`config.mk`:
```
export PLATFORM = sky130hd
export DESIGN_NAME = xrx_ctl_flat
export DESIGN_NICKNAME = d
export VERILOG_FILES = /design/src/rtl/xrx_pkg.sv /design/src/rtl/xrx_if.sv /design/src/rtl/xrx_hold.sv /design/src/rtl/xrx_ctl.sv /design/src/flat_wrapper.sv
export SDC_FILE = /design/constraint.sdc
export NUM_CORES = 1
export LEC_CHECK = 0
export CAP_MARGIN = 30
export CORE_MARGIN = 4
export CORE_UTILIZATION = 45
export DETAILED_ROUTE_END_ITERATION = 10
export PLACE_DENSITY_LB_ADDON = 0.15
export SETUP_SLACK_MARGIN = 0.1
export SLEW_MARGIN = 40
export SYNTH_ARGS = -nofsm -noshare
export SYNTH_HDL_FRONTEND = slang
export SYNTH_HIERARCHICAL = 1
export SYNTH_SLANG_ARGS = --single-unit
export TNS_END_PERCENT = 1
```
`constraint.sdc`:
```
create_clock -name clk_i -period 4.4 [get_ports clk_i]
set_clock_uncertainty 0.1 [all_clocks]
set_input_delay 1.32 -clock clk_i [delete_from_list [all_inputs] [get_ports clk_i]]
set_output_delay 1.32 -clock clk_i [all_outputs]
set_load 0.1 [all_outputs]
```
`src/rtl/xrx_pkg.sv`:
```
// Shared types, limits and frame/parity helpers for the xrx receive controller.
// Build option XRX_PARITY_EN (see xrx_ctl) adds a parity bit to the frame.
package xrx_pkg;

    localparam int DATA_MIN = 5;
    localparam int DATA_MAX = 8;

    typedef enum logic [2:0] {
        IDLE   = 3'd0,
        START  = 3'd1,
        DATA   = 3'd2,
        PARITY = 3'd3,
        STOP   = 3'd4,
        HUNT   = 3'd5
    } xrx_state_e;

    function automatic logic [3:0] clamp_bits(input logic [3:0] n);
        logic [3:0] r;
        if (n < 4'(DATA_MIN)) begin
            r = 4'(DATA_MIN);
        end else if (n > 4'(DATA_MAX)) begin
            r = 4'(DATA_MAX);
        end else begin
            r = n;
        end
        return r;
    endfunction

    // Start + data + stop, plus one when a parity bit is carried.
    function automatic logic [5:0] frame_bits(input logic [3:0] n, input logic par);
        return 6'd2 + {2'b00, n} + {5'b00000, par};
    endfunction

    function automatic logic even_parity(input logic [DATA_MAX-1:0] d);
        return ^d;
    endfunction

endpackage

```
`src/rtl/xrx_if.sv`:
```
// Bus-side receive port of xrx_ctl: byte holding register handshake and error pulses.
// parity_err_o exists only when XRX_PARITY_EN is defined.
interface xrx_if;
    import xrx_pkg::*;

    logic [DATA_MAX-1:0] dat_o;
    logic                stb_o;
    logic                ack_i;
    logic                frame_err_o;
    logic                overrun_o;
`ifdef XRX_PARITY_EN
    logic                parity_err_o;
`endif

    modport master (
        input  ack_i,
        output dat_o, stb_o, frame_err_o, overrun_o
`ifdef XRX_PARITY_EN
        , parity_err_o
`endif
    );

    modport slave (
        output ack_i,
        input  dat_o, stb_o, frame_err_o, overrun_o
`ifdef XRX_PARITY_EN
        , parity_err_o
`endif
    );

endinterface

```
`src/rtl/xrx_hold.sv`:
```
// Received-byte holding register with stb/ack handshake; a byte arriving while
// the previous one is still unacknowledged is dropped and flagged as overrun.
module xrx_hold
    import xrx_pkg::*;
(
    input  logic                clk_i,
    input  logic                reset_i,
    input  logic                load_i,
    input  logic [DATA_MAX-1:0] byte_i,
    input  logic                ack_i,
    output logic [DATA_MAX-1:0] dat_o,
    output logic                stb_o,
    output logic                overrun_o
);

    logic [DATA_MAX-1:0] dat_r;
    logic                stb_r;
    logic                overrun_r;

    // Holding register update; an ack in the completion cycle frees the slot for the new byte.
    always_ff @(posedge clk_i or posedge reset_i) begin
        if (reset_i) begin
            dat_r     <= {DATA_MAX{1'b0}};
            stb_r     <= 1'b0;
            overrun_r <= 1'b0;
        end else begin
            overrun_r <= 1'b0;
            if (load_i) begin
                if (stb_r && !ack_i) begin
                    overrun_r <= 1'b1;
                end else begin
                    dat_r <= byte_i;
                    stb_r <= 1'b1;
                end
            end else if (ack_i) begin
                stb_r <= 1'b0;
            end else begin
                stb_r <= stb_r;
            end
        end
    end

    assign dat_o     = dat_r;
    assign stb_o     = stb_r;
    assign overrun_o = overrun_r;

endmodule

```
`src/rtl/xrx_ctl.sv`:
```
// Receive-frame controller sequencing the xsr bit-timing engine: latches frame config,
// checks start/stop, assembles LSB-first data. Define XRX_PARITY_EN for a parity bit.
module xrx_ctl
    import xrx_pkg::*;
#(
    parameter int BAUD_W = 64
) (
    input  logic              clk_i,
    input  logic              reset_i,
    input  logic [3:0]        data_bits_i,
    input  logic [BAUD_W-1:0] baud_i,
    input  logic              rxd_i,
    input  logic              eng_idle_i,
    input  logic              eng_sample_i,
`ifdef XRX_PARITY_EN
    input  logic              parity_odd_i,
`endif
    output logic [5:0]        eng_bits_o,
    output logic [BAUD_W-1:0] eng_baud_o,
    xrx_if.master             bus
);

    localparam logic [2:0] S_IDLE   = 3'(IDLE);
    localparam logic [2:0] S_START  = 3'(START);
    localparam logic [2:0] S_DATA   = 3'(DATA);
    localparam logic [2:0] S_STOP   = 3'(STOP);
    localparam logic [2:0] S_HUNT   = 3'(HUNT);
`ifdef XRX_PARITY_EN
    localparam logic [2:0] S_PARITY = 3'(PARITY);
    localparam logic       PAR_EN   = 1'b1;
`else
    localparam logic       PAR_EN   = 1'b0;
`endif

    logic [2:0]          state_r, state_nx_s;
    logic [3:0]          n_r;
    logic [5:0]          bits_r;
    logic [BAUD_W-1:0]   baud_r;
    logic                idle_d_r;
    logic [2:0]          k_r;
    logic [DATA_MAX-1:0] sr_r;
    logic                frame_err_r;
    logic                sample_s, cfg_load_s, last_s, done_s, ferr_s, stop_smp_s;
    logic [DATA_MAX-1:0] byte_s;

    assign sample_s   = eng_sample_i & ~eng_idle_i;
    assign cfg_load_s = (state_r == S_IDLE) & eng_idle_i;
    assign last_s     = ({1'b0, k_r} == (n_r - 4'd1));
    assign stop_smp_s = (state_r == S_STOP) & sample_s;
    // Data enters at the MSB, so a short frame sits in the top n bits.
    assign byte_s     = sr_r >> (4'(DATA_MAX) - n_r);
    assign eng_bits_o = bits_r;
    assign eng_baud_o = baud_r;

    // Frame configuration: tracks the inputs only while both FSM and engine are idle.
    always_ff @(posedge clk_i or posedge reset_i) begin
        if (reset_i) begin
            n_r    <= 4'd8;
            bits_r <= 6'd10;
            baud_r <= {BAUD_W{1'b0}};
        end else if (cfg_load_s) begin
            n_r    <= clamp_bits(data_bits_i);
            bits_r <= frame_bits(clamp_bits(data_bits_i), PAR_EN);
            baud_r <= baud_i;
        end else begin
            n_r    <= n_r;
            bits_r <= bits_r;
            baud_r <= baud_r;
        end
    end

    // Next-state logic and frame outcome strobes.
    always_comb begin
        state_nx_s = state_r;
        done_s     = 1'b0;
        ferr_s     = 1'b0;
        case (state_r)
            S_IDLE: begin
                if (idle_d_r && !eng_idle_i) begin
                    state_nx_s = S_START;
                end else begin
                    state_nx_s = S_IDLE;
                end
            end
            S_START: begin
                if (eng_idle_i) begin
                    ferr_s     = 1'b1;
                    state_nx_s = S_IDLE;
                end else if (sample_s) begin
                    state_nx_s = rxd_i ? S_HUNT : S_DATA;
                end else begin
                    state_nx_s = S_START;
                end
            end
            S_DATA: begin
                if (eng_idle_i) begin
                    ferr_s     = 1'b1;
                    state_nx_s = S_IDLE;
                end else if (sample_s && last_s) begin
`ifdef XRX_PARITY_EN
                    state_nx_s = S_PARITY;
`else
                    state_nx_s = S_STOP;
`endif
                end else begin
                    state_nx_s = S_DATA;
                end
            end
`ifdef XRX_PARITY_EN
            S_PARITY: begin
                if (eng_idle_i) begin
                    ferr_s     = 1'b1;
                    state_nx_s = S_IDLE;
                end else if (sample_s) begin
                    state_nx_s = S_STOP;
                end else begin
                    state_nx_s = S_PARITY;
                end
            end
`endif
            S_STOP: begin
                if (sample_s) begin
                    state_nx_s = S_IDLE;
                    done_s     = rxd_i;
                    ferr_s     = ~rxd_i;
                end else if (eng_idle_i) begin
                    // Engine gave up without sampling stop: nothing to report, just resync.
                    state_nx_s = S_IDLE;
                end else begin
                    state_nx_s = S_STOP;
                end
            end
            S_HUNT: begin
                if (eng_idle_i) begin
                    state_nx_s = S_IDLE;
                end else begin
                    state_nx_s = S_HUNT;
                end
            end
            default: begin
                state_nx_s = S_IDLE;
            end
        endcase
    end

    // FSM state, idle edge history, bit counter, shift register and frame-error pulse.
    always_ff @(posedge clk_i or posedge reset_i) begin
        if (reset_i) begin
            state_r     <= S_IDLE;
            idle_d_r    <= 1'b1;
            k_r         <= 3'd0;
            sr_r        <= {DATA_MAX{1'b0}};
            frame_err_r <= 1'b0;
        end else begin
            state_r     <= state_nx_s;
            idle_d_r    <= eng_idle_i;
            frame_err_r <= ferr_s;
            if ((state_r == S_START) && sample_s && !rxd_i) begin
                k_r  <= 3'd0;
                sr_r <= {DATA_MAX{1'b0}};
            end else if ((state_r == S_DATA) && sample_s) begin
                k_r  <= k_r + 3'd1;
                sr_r <= {rxd_i, sr_r[DATA_MAX-1:1]};
            end else begin
                k_r  <= k_r;
                sr_r <= sr_r;
            end
        end
    end

`ifdef XRX_PARITY_EN
    logic par_odd_r, par_bad_r, parity_err_r;

    // Parity sense latched with the config; mismatch is reported at the stop sample.
    always_ff @(posedge clk_i or posedge reset_i) begin
        if (reset_i) begin
            par_odd_r    <= 1'b0;
            par_bad_r    <= 1'b0;
            parity_err_r <= 1'b0;
        end else begin
            if (cfg_load_s) begin
                par_odd_r <= parity_odd_i;
            end else begin
                par_odd_r <= par_odd_r;
            end
            if (state_r == S_START) begin
                par_bad_r <= 1'b0;
            end else if ((state_r == S_PARITY) && sample_s) begin
                par_bad_r <= rxd_i ^ even_parity(sr_r) ^ par_odd_r;
            end else begin
                par_bad_r <= par_bad_r;
            end
            parity_err_r <= stop_smp_s & par_bad_r;
        end
    end

    assign bus.parity_err_o = parity_err_r;
`endif

    assign bus.frame_err_o = frame_err_r;

    xrx_hold u_hold (
        .clk_i     (clk_i),
        .reset_i   (reset_i),
        .load_i    (done_s),
        .byte_i    (byte_s),
        .ack_i     (bus.ack_i),
        .dat_o     (bus.dat_o),
        .stb_o     (bus.stb_o),
        .overrun_o (bus.overrun_o)
    );

endmodule
```
`src/flat_wrapper.sv`:
```
// flat-port wrapper written by rule: the top's interface ports become plain ports
module xrx_ctl_flat import xrx_pkg::*;
#(
    parameter int BAUD_W = 64
)
  (clk_i, reset_i, data_bits_i, baud_i, rxd_i, eng_idle_i, eng_sample_i, eng_bits_o, eng_baud_o, bus_ack_i, bus_dat_o, bus_stb_o, bus_frame_err_o, bus_overrun_o);
  xrx_if bus_i ();
  input  logic clk_i;
  input  logic reset_i;
  input  logic [3:0] data_bits_i;
  input  logic [BAUD_W-1:0] baud_i;
  input  logic rxd_i;
  input  logic eng_idle_i;
  input  logic eng_sample_i;
  output logic [5:0] eng_bits_o;
  output logic [BAUD_W-1:0] eng_baud_o;
  input wire logic [$bits(bus_i.ack_i)-1:0] bus_ack_i;
  output wire logic [$bits(bus_i.dat_o)-1:0] bus_dat_o;
  output wire logic [$bits(bus_i.stb_o)-1:0] bus_stb_o;
  output wire logic [$bits(bus_i.frame_err_o)-1:0] bus_frame_err_o;
  output wire logic [$bits(bus_i.overrun_o)-1:0] bus_overrun_o;
  assign bus_i.ack_i = bus_ack_i;
  assign bus_dat_o = bus_i.dat_o;
  assign bus_stb_o = bus_i.stb_o;
  assign bus_frame_err_o = bus_i.frame_err_o;
  assign bus_overrun_o = bus_i.overrun_o;
  xrx_ctl #(.BAUD_W(BAUD_W)) u_core (.clk_i(clk_i), .reset_i(reset_i), .data_bits_i(data_bits_i), .baud_i(baud_i), .rxd_i(rxd_i), .eng_idle_i(eng_idle_i), .eng_sample_i(eng_sample_i), .eng_bits_o(eng_bits_o), .eng_baud_o(eng_baud_o), .bus(bus_i));
endmodule
```
=== After elaboration in Yosys (flattened, before gate mapping) ===
Cells that the tools add are included.

* $add $sub $neg: 4
* Reduce and logical (&&, ||, !) cells: 15
* Shift-type cells: 1
* $lt $le $gt $ge: 2
* Mux-type cells: 27
* Bitwise operators: 5
* Equal/unequal tests: 6

{| class="wikitable"
|+ Operators with widths
! kind !! number
|-
| 3-bit 2-to-1 mux || 10
|-
| 8-bit 2-to-1 mux || 2
|-
| 3-bit case mux with 5 select lines || 1
|-
| 4-bit 2-to-1 mux || 3
|-
| 1-bit 2-to-1 mux || 10
|-
| 8-bit by 4-bit right shift with 8-bit output || 1
|-
| 3-bit == test (second input constant) || 2
|-
| 1-bit logical AND || 6
|-
| 2-bit by 4-bit adder with 5-bit output (first input constant) || 1
|-
| 3-bit by 4-bit == test with 1-bit output || 1
|-
| 4-bit > comparator (second input constant) || 1
|-
| 4-bit by 3-bit < comparator with 1-bit output (second input constant) || 1
|-
| 2-bit AND reduction || 2
|-
| 2-bit nonzero test || 2
|-
| 4-bit by 1-bit subtractor with 4-bit output (second input constant) || 1
|-
| 4-bit subtractor (first input constant) || 1
|-
| 3-bit by 1-bit adder with 3-bit output (second input constant) || 1
|-
| 3-bit by 1-bit == test with 1-bit output (second input constant) || 1
|-
| 3-bit by 2-bit == test with 1-bit output (second input constant) || 1
|-
| 1-bit zero test || 3
|-
| 3-bit zero test || 1
|-
| 1-bit NOT || 3
|-
| 1-bit bitwise AND || 2
|-
| 2-bit inequality test (second input constant) || 1
|-
| other kinds (2) || 2
|}

* Input port bits: 74
* Register bits: 100
* Output and inout bits: 81

=== Logic depth before layout (Yosys ltp) ===
* Word-level depth: 6
* Mapped depth: 9
* Gate-level depth less buffers: 7

=== By module ===
Netlist, hierarchy kept.

{| class="wikitable"
|+ Modules (own cells, without submodules)
! module !! area an instance (um^2) !! times used !! cells each
|-
| xrx_ctl || 3,945.0 || 1 || 419
|-
| xrx_hold || 410.4 || 1 || 24
|}

=== Worst setup path after synthesis ===
Ideal clock, no wire load.

* Path kind: in2reg
* From: input eng_idle_i
* To: register u_core.u_hold.dat_r[0], in the netlist u_core/u_hold/dat_o[0]
* Data required time: 4,175 ps
* Slack: 1,895 ps
* Stages on the path: 5
* Data arrival time: 2,280 ps
* Path buffers: 0
* Path through: nor2_1 nand2_1 nor3_1 nand2_4 mux2_4

* Longest elaborated chain between the ends: 5

{| class="wikitable"
|+ Ends and longest elaborated chain
! element !! line !! source
|-
| start: declaration || flat_wrapper.sv:13 || <nowiki>input logic eng_idle_i;</nowiki>
|-
| 1-bit NOT || xrx_ctl.sv:46 || <nowiki>assign sample_s = eng_sample_i & ~eng_idle_i;</nowiki>
|-
| 1-bit bitwise AND || xrx_ctl.sv:46 ||
|-
| 1-bit 2-to-1 mux || xrx_ctl.sv:122 || <nowiki>if (sample_s) begin</nowiki>
|-
| 1-bit 2-to-1 mux || xrx_ctl.sv:77 || <nowiki>case (state_r)</nowiki>
|-
| via u_core.done_s || xrx_ctl.sv:43 || <nowiki>logic sample_s, cfg_load_s, last_s, done_s, ferr_s, stop_smp_s;</nowiki>
|-
| 2-bit AND reduction (no line) || -- ||
|-
| end signal: assignment || xrx_hold.sv:23 || <nowiki>dat_r <= {DATA_MAX{1'b0}};</nowiki>
|-
| end signal: assignment || xrx_hold.sv:32 || <nowiki>dat_r <= byte_i;</nowiki>
|-
| end: declaration || xrx_hold.sv:16 || <nowiki>logic [DATA_MAX-1:0] dat_r;</nowiki>
|}

The timed path passes the listed nets, and every way through them passes these cells.
A chain may end at the register's enable or synchronous reset.

=== Worst setup path in the final report ===
* From: input eng_idle_i
* To: register u_core.n_r[2]

* Longest elaborated chain between the ends: 1

{| class="wikitable"
|+ Ends and longest elaborated chain
! element !! line !! source
|-
| 1-bit bitwise AND || xrx_ctl.sv:47 || <nowiki>assign cfg_load_s = (state_r == S_IDLE) & eng_idle_i;</nowiki>
|-
| end signal: assignment || xrx_ctl.sv:62 || <nowiki>n_r <= clamp_bits(data_bits_i);</nowiki>
|-
| end signal: assignment || xrx_ctl.sv:66 || <nowiki>n_r <= n_r;</nowiki>
|-
| end: declaration || xrx_ctl.sv:36 || <nowiki>logic [3:0] n_r;</nowiki>
|}

No other way between the ends.

==> results.md <==
* Syn avg cell area at 9.83 µm²
* Syn Inst Count at 443
* Fin crit period at 3.06 ns
* RSZ-0062 raised after global routing: false
* Min-delay src: u_core/eng_baud_o[54]$_DFFE_PP0P_
* Layout Utilization at 61.6%
* Ant. Diodes at 0
* Min-Delay Endpoint: u_core/eng_baud_o[54]$_DFFE_PP0P_
* # IOs at 155
* CP max stage delay at 0.66 ns
* Hold Crit Depth at 2
* Final Cycle Share at 69.7%
* Initial core utilization at between 40% and 50%
* CP Max Fanout at 35
* Post-synth EDFFs at 0
* Max-capacitance violation count at 0
* CP arrival at 3.25 ns
* CTS tree: yes
* Area leader, netlist: dfrtp_1
* Final setup vio count at 0
* Top-count cell post-synth: nand2_1
* First-pass GRT wire length at 16.3 mm
* DRC at 0
* Yosys warns at 6
* Yosys top cell area share at a little over half
* Worst min path class: reg -> reg
* Slowest cell on the critical path: clkdlybuf4s50_1
* Post-synthesis sequential area ratio at between 50% and 60%
* Worst r2r dst: u_core/u_hold/dat_o[1]$_DFFE_PP0P_
* Vias per cell at 4.74
* TritonRoute pass-1 iters at 5
* Slew Limit Fails at 0
* Largest net degree at the start of global routing at 89
* CTS max path bufs at 2
* Share of layout cells above drive strength 1 at 21.2%
* Setup TNS at 0 ns
* Post-CTS Setup Bufs at 0
* Netlist cell types at 45
* Post-DP HPWL at 7.05 mm
* VDD IR max at 0.360 mV
* IO buf count at approximately 150
* Commonest cells in the netlist: 204 x nand2_1, 94 x dfrtp_1, 14 x nor2_1, 12 x mux2i_1, 11 x buf_6
* Vias at 3421
* CTS buffer count at 9
* Crit path capture type: flop
* Syn-to-layout area delta at 31.8%
* Pwr Density at 569 nW/µm²
* WP data required at 4.59 ns
* Register bit total from synthesis at slightly below 100
* Clock sinks at 98
* Post-Route WL at 9.92 mm
* Number of global-route vias before repair at 3300
* Status: completed
* Die area at 11300 µm²
* Root Driver: clkbuf_8
* Synth top area cells: dfrtp_1 54%, nand2_1 18%, buf_6 2.8%, mux2i_1 2.8%, mux2_4 2.8%
* Critical setup path kind: in -> reg
* Post-DR wirelength/cell at 13.7 µm
* GPL Wtd Cong at 0.802
* FFs w/ async S/R, synth at 100%
* Die height at ~110 µm
* Nets@finish at about 670
* Max Freq at around 0.33 GHz
* Antenna violations before repair at 0
* Clock-pin slew of the registers on the worst-case setup and hold paths at 0.09 ns
* Origin of the critical flop-to-flop path: u_core/n_r[0]$_DFFE_PP0P_
* Leakage power at 3.04 nW
* Crit-path cells: clkdlybuf4s50_1, nor4b_4, buf_4, nor2_2, a21oi_2
* Crit start category: input pin
* Clock Latency Late Sink at 0.36 ns
* Global Route Usage Sum at 17.8%
* CTS H-tree depth at 3
* Fill count at 794
* Headroom to the max-slew limit at 57.4%
* Core area at around 9300 µm²
* Top_reg_cell synth: dfrtp_1
* Layout Cells excl Fill at 722
* FF-to-FF setup slack at 1.63 ns
* Post-Syn Area at 4360 µm²
* R2R cell count at 7
* Final hold violations at 0
* DP Cell Count at between 700 and 800
* # hold bufs at CTS at 0
* Die X at roughly 110 µm
* Iteration-0 DRC Markers at around 140
* Slew @ Worst Pin at 0.637 ns
* Total congestion overflow at 0
* Number of gates resized after cts at 0
* Post-synthesis net count at 521
* Antenna viol nets, final at 0
* # rows at 35
[area by class of cell]
type                            count  area [µm²]  area share, %
Sequential cell                    98        2460           42.8
Clock buffer                       11         141           2.46
Multi-Input combinational cell    313        1680           29.2
Clock inverter                      5        85.1           1.48
Tap cell                          129         161           2.81
Inverter                            8        31.3          0.545
Timing Repair Buffer              158        1190           20.7
[metrics by stage]
step,hold WS [ns],instance area [µm²],power [mW],worst slack (ns)
detailed placement,0.357,5520,2.64,0.964
floorplan,0.365,4360,2.37,0.708
CTS,0.380,5740,3.29,1.34
global route,0.391,5740,3.41,1.20
global placement,0.357,5910,2.75,0.993
finish,0.373,5740,3.26,1.34
[logic make-up after synthesis]
group	after synthesis	synth area share, %
fa+ha+maj	4	1.15
mux	23	6.55
simple gates	251	24.4
compound gates	26	4.40
flops	98	56.4
buf+inv	32	5.03
xor+xnor	8	1.92
other cells	1	0.0861
[where the power goes]
group          internal, mW  switching [mW]  leakage [nW]  total, mW
Clock                 0.339           0.310         0.110      0.650
Sequential             1.04          0.0910          1.24       1.13
Combinational         0.269            1.21          1.69       1.48
Total                  1.65            1.61          3.04       3.26
[cell usage in the layout, fill, tap and decap left out, drive strengths merged, types with 2 or more instances in the layout]
cell	instances
nand4	2
o31ai	2
clkdlybuf4s50	73
bufinv	2
o21ai	4
clkinv	2
a21oi	5
nand3b	3
mux2	10
nand2	205
ha	4
nand2b	4
and2	2
or3	2
inv	8
xor2	6
dfrtp	94
buf	85
a22o	9
and2b	2
nor2	18
mux2i	12
nor3	7
dfstp	4
clkbuf	11
[worst max path at each step]
stage               start  slack, ns                                 to
6_report       eng_idle_i       1.34          u_core/n_r[2]$_DFFE_PP0P_
5_1_grt        eng_idle_i       1.20          u_core/n_r[2]$_DFFE_PP0P_
4_1_cts        eng_idle_i       1.34          u_core/n_r[2]$_DFFE_PP0P_
3_5_place_dp   eng_idle_i       0.96  u_core/eng_baud_o[33]$_DFFE_PP0P_
3_3_place_gp   eng_idle_i       0.99  u_core/eng_baud_o[16]$_DFFE_PP0P_
2_1_floorplan     reset_i       0.71   u_core/bus.frame_err_o$_DFF_PP0_
[worst max-delay path, delay by kind of cell]
family | cells | cell delay (ns)
and+or+nand+nor | 2 | 0.68
buffers and inverters | 2 | 1.13
AOI/OAI and AO/OA | 1 | 0.11
[state kept, by name, summed over array words and instances (netlist names)]
register,flops
u_core/bus.frame_err_o,1
u_core/eng_bits_o,4
u_core/u_hold/stb_o,1
u_core/sr_r,8
u_core/k_r,3
u_core/u_hold/overrun_o,1
u_core/n_r,4
u_core/idle_d_r,1
u_core/state_r,3
u_core/u_hold/dat_o,8
u_core/eng_baud_o,64
[metal layers]
layer	global-route usage [%]	part of all wire, %
met3	7.23	8.9
met4	3.61	1.0
met5	0	0
met2	28.9	47
met1	22.4	43
(Power assumes the default switching activity.)
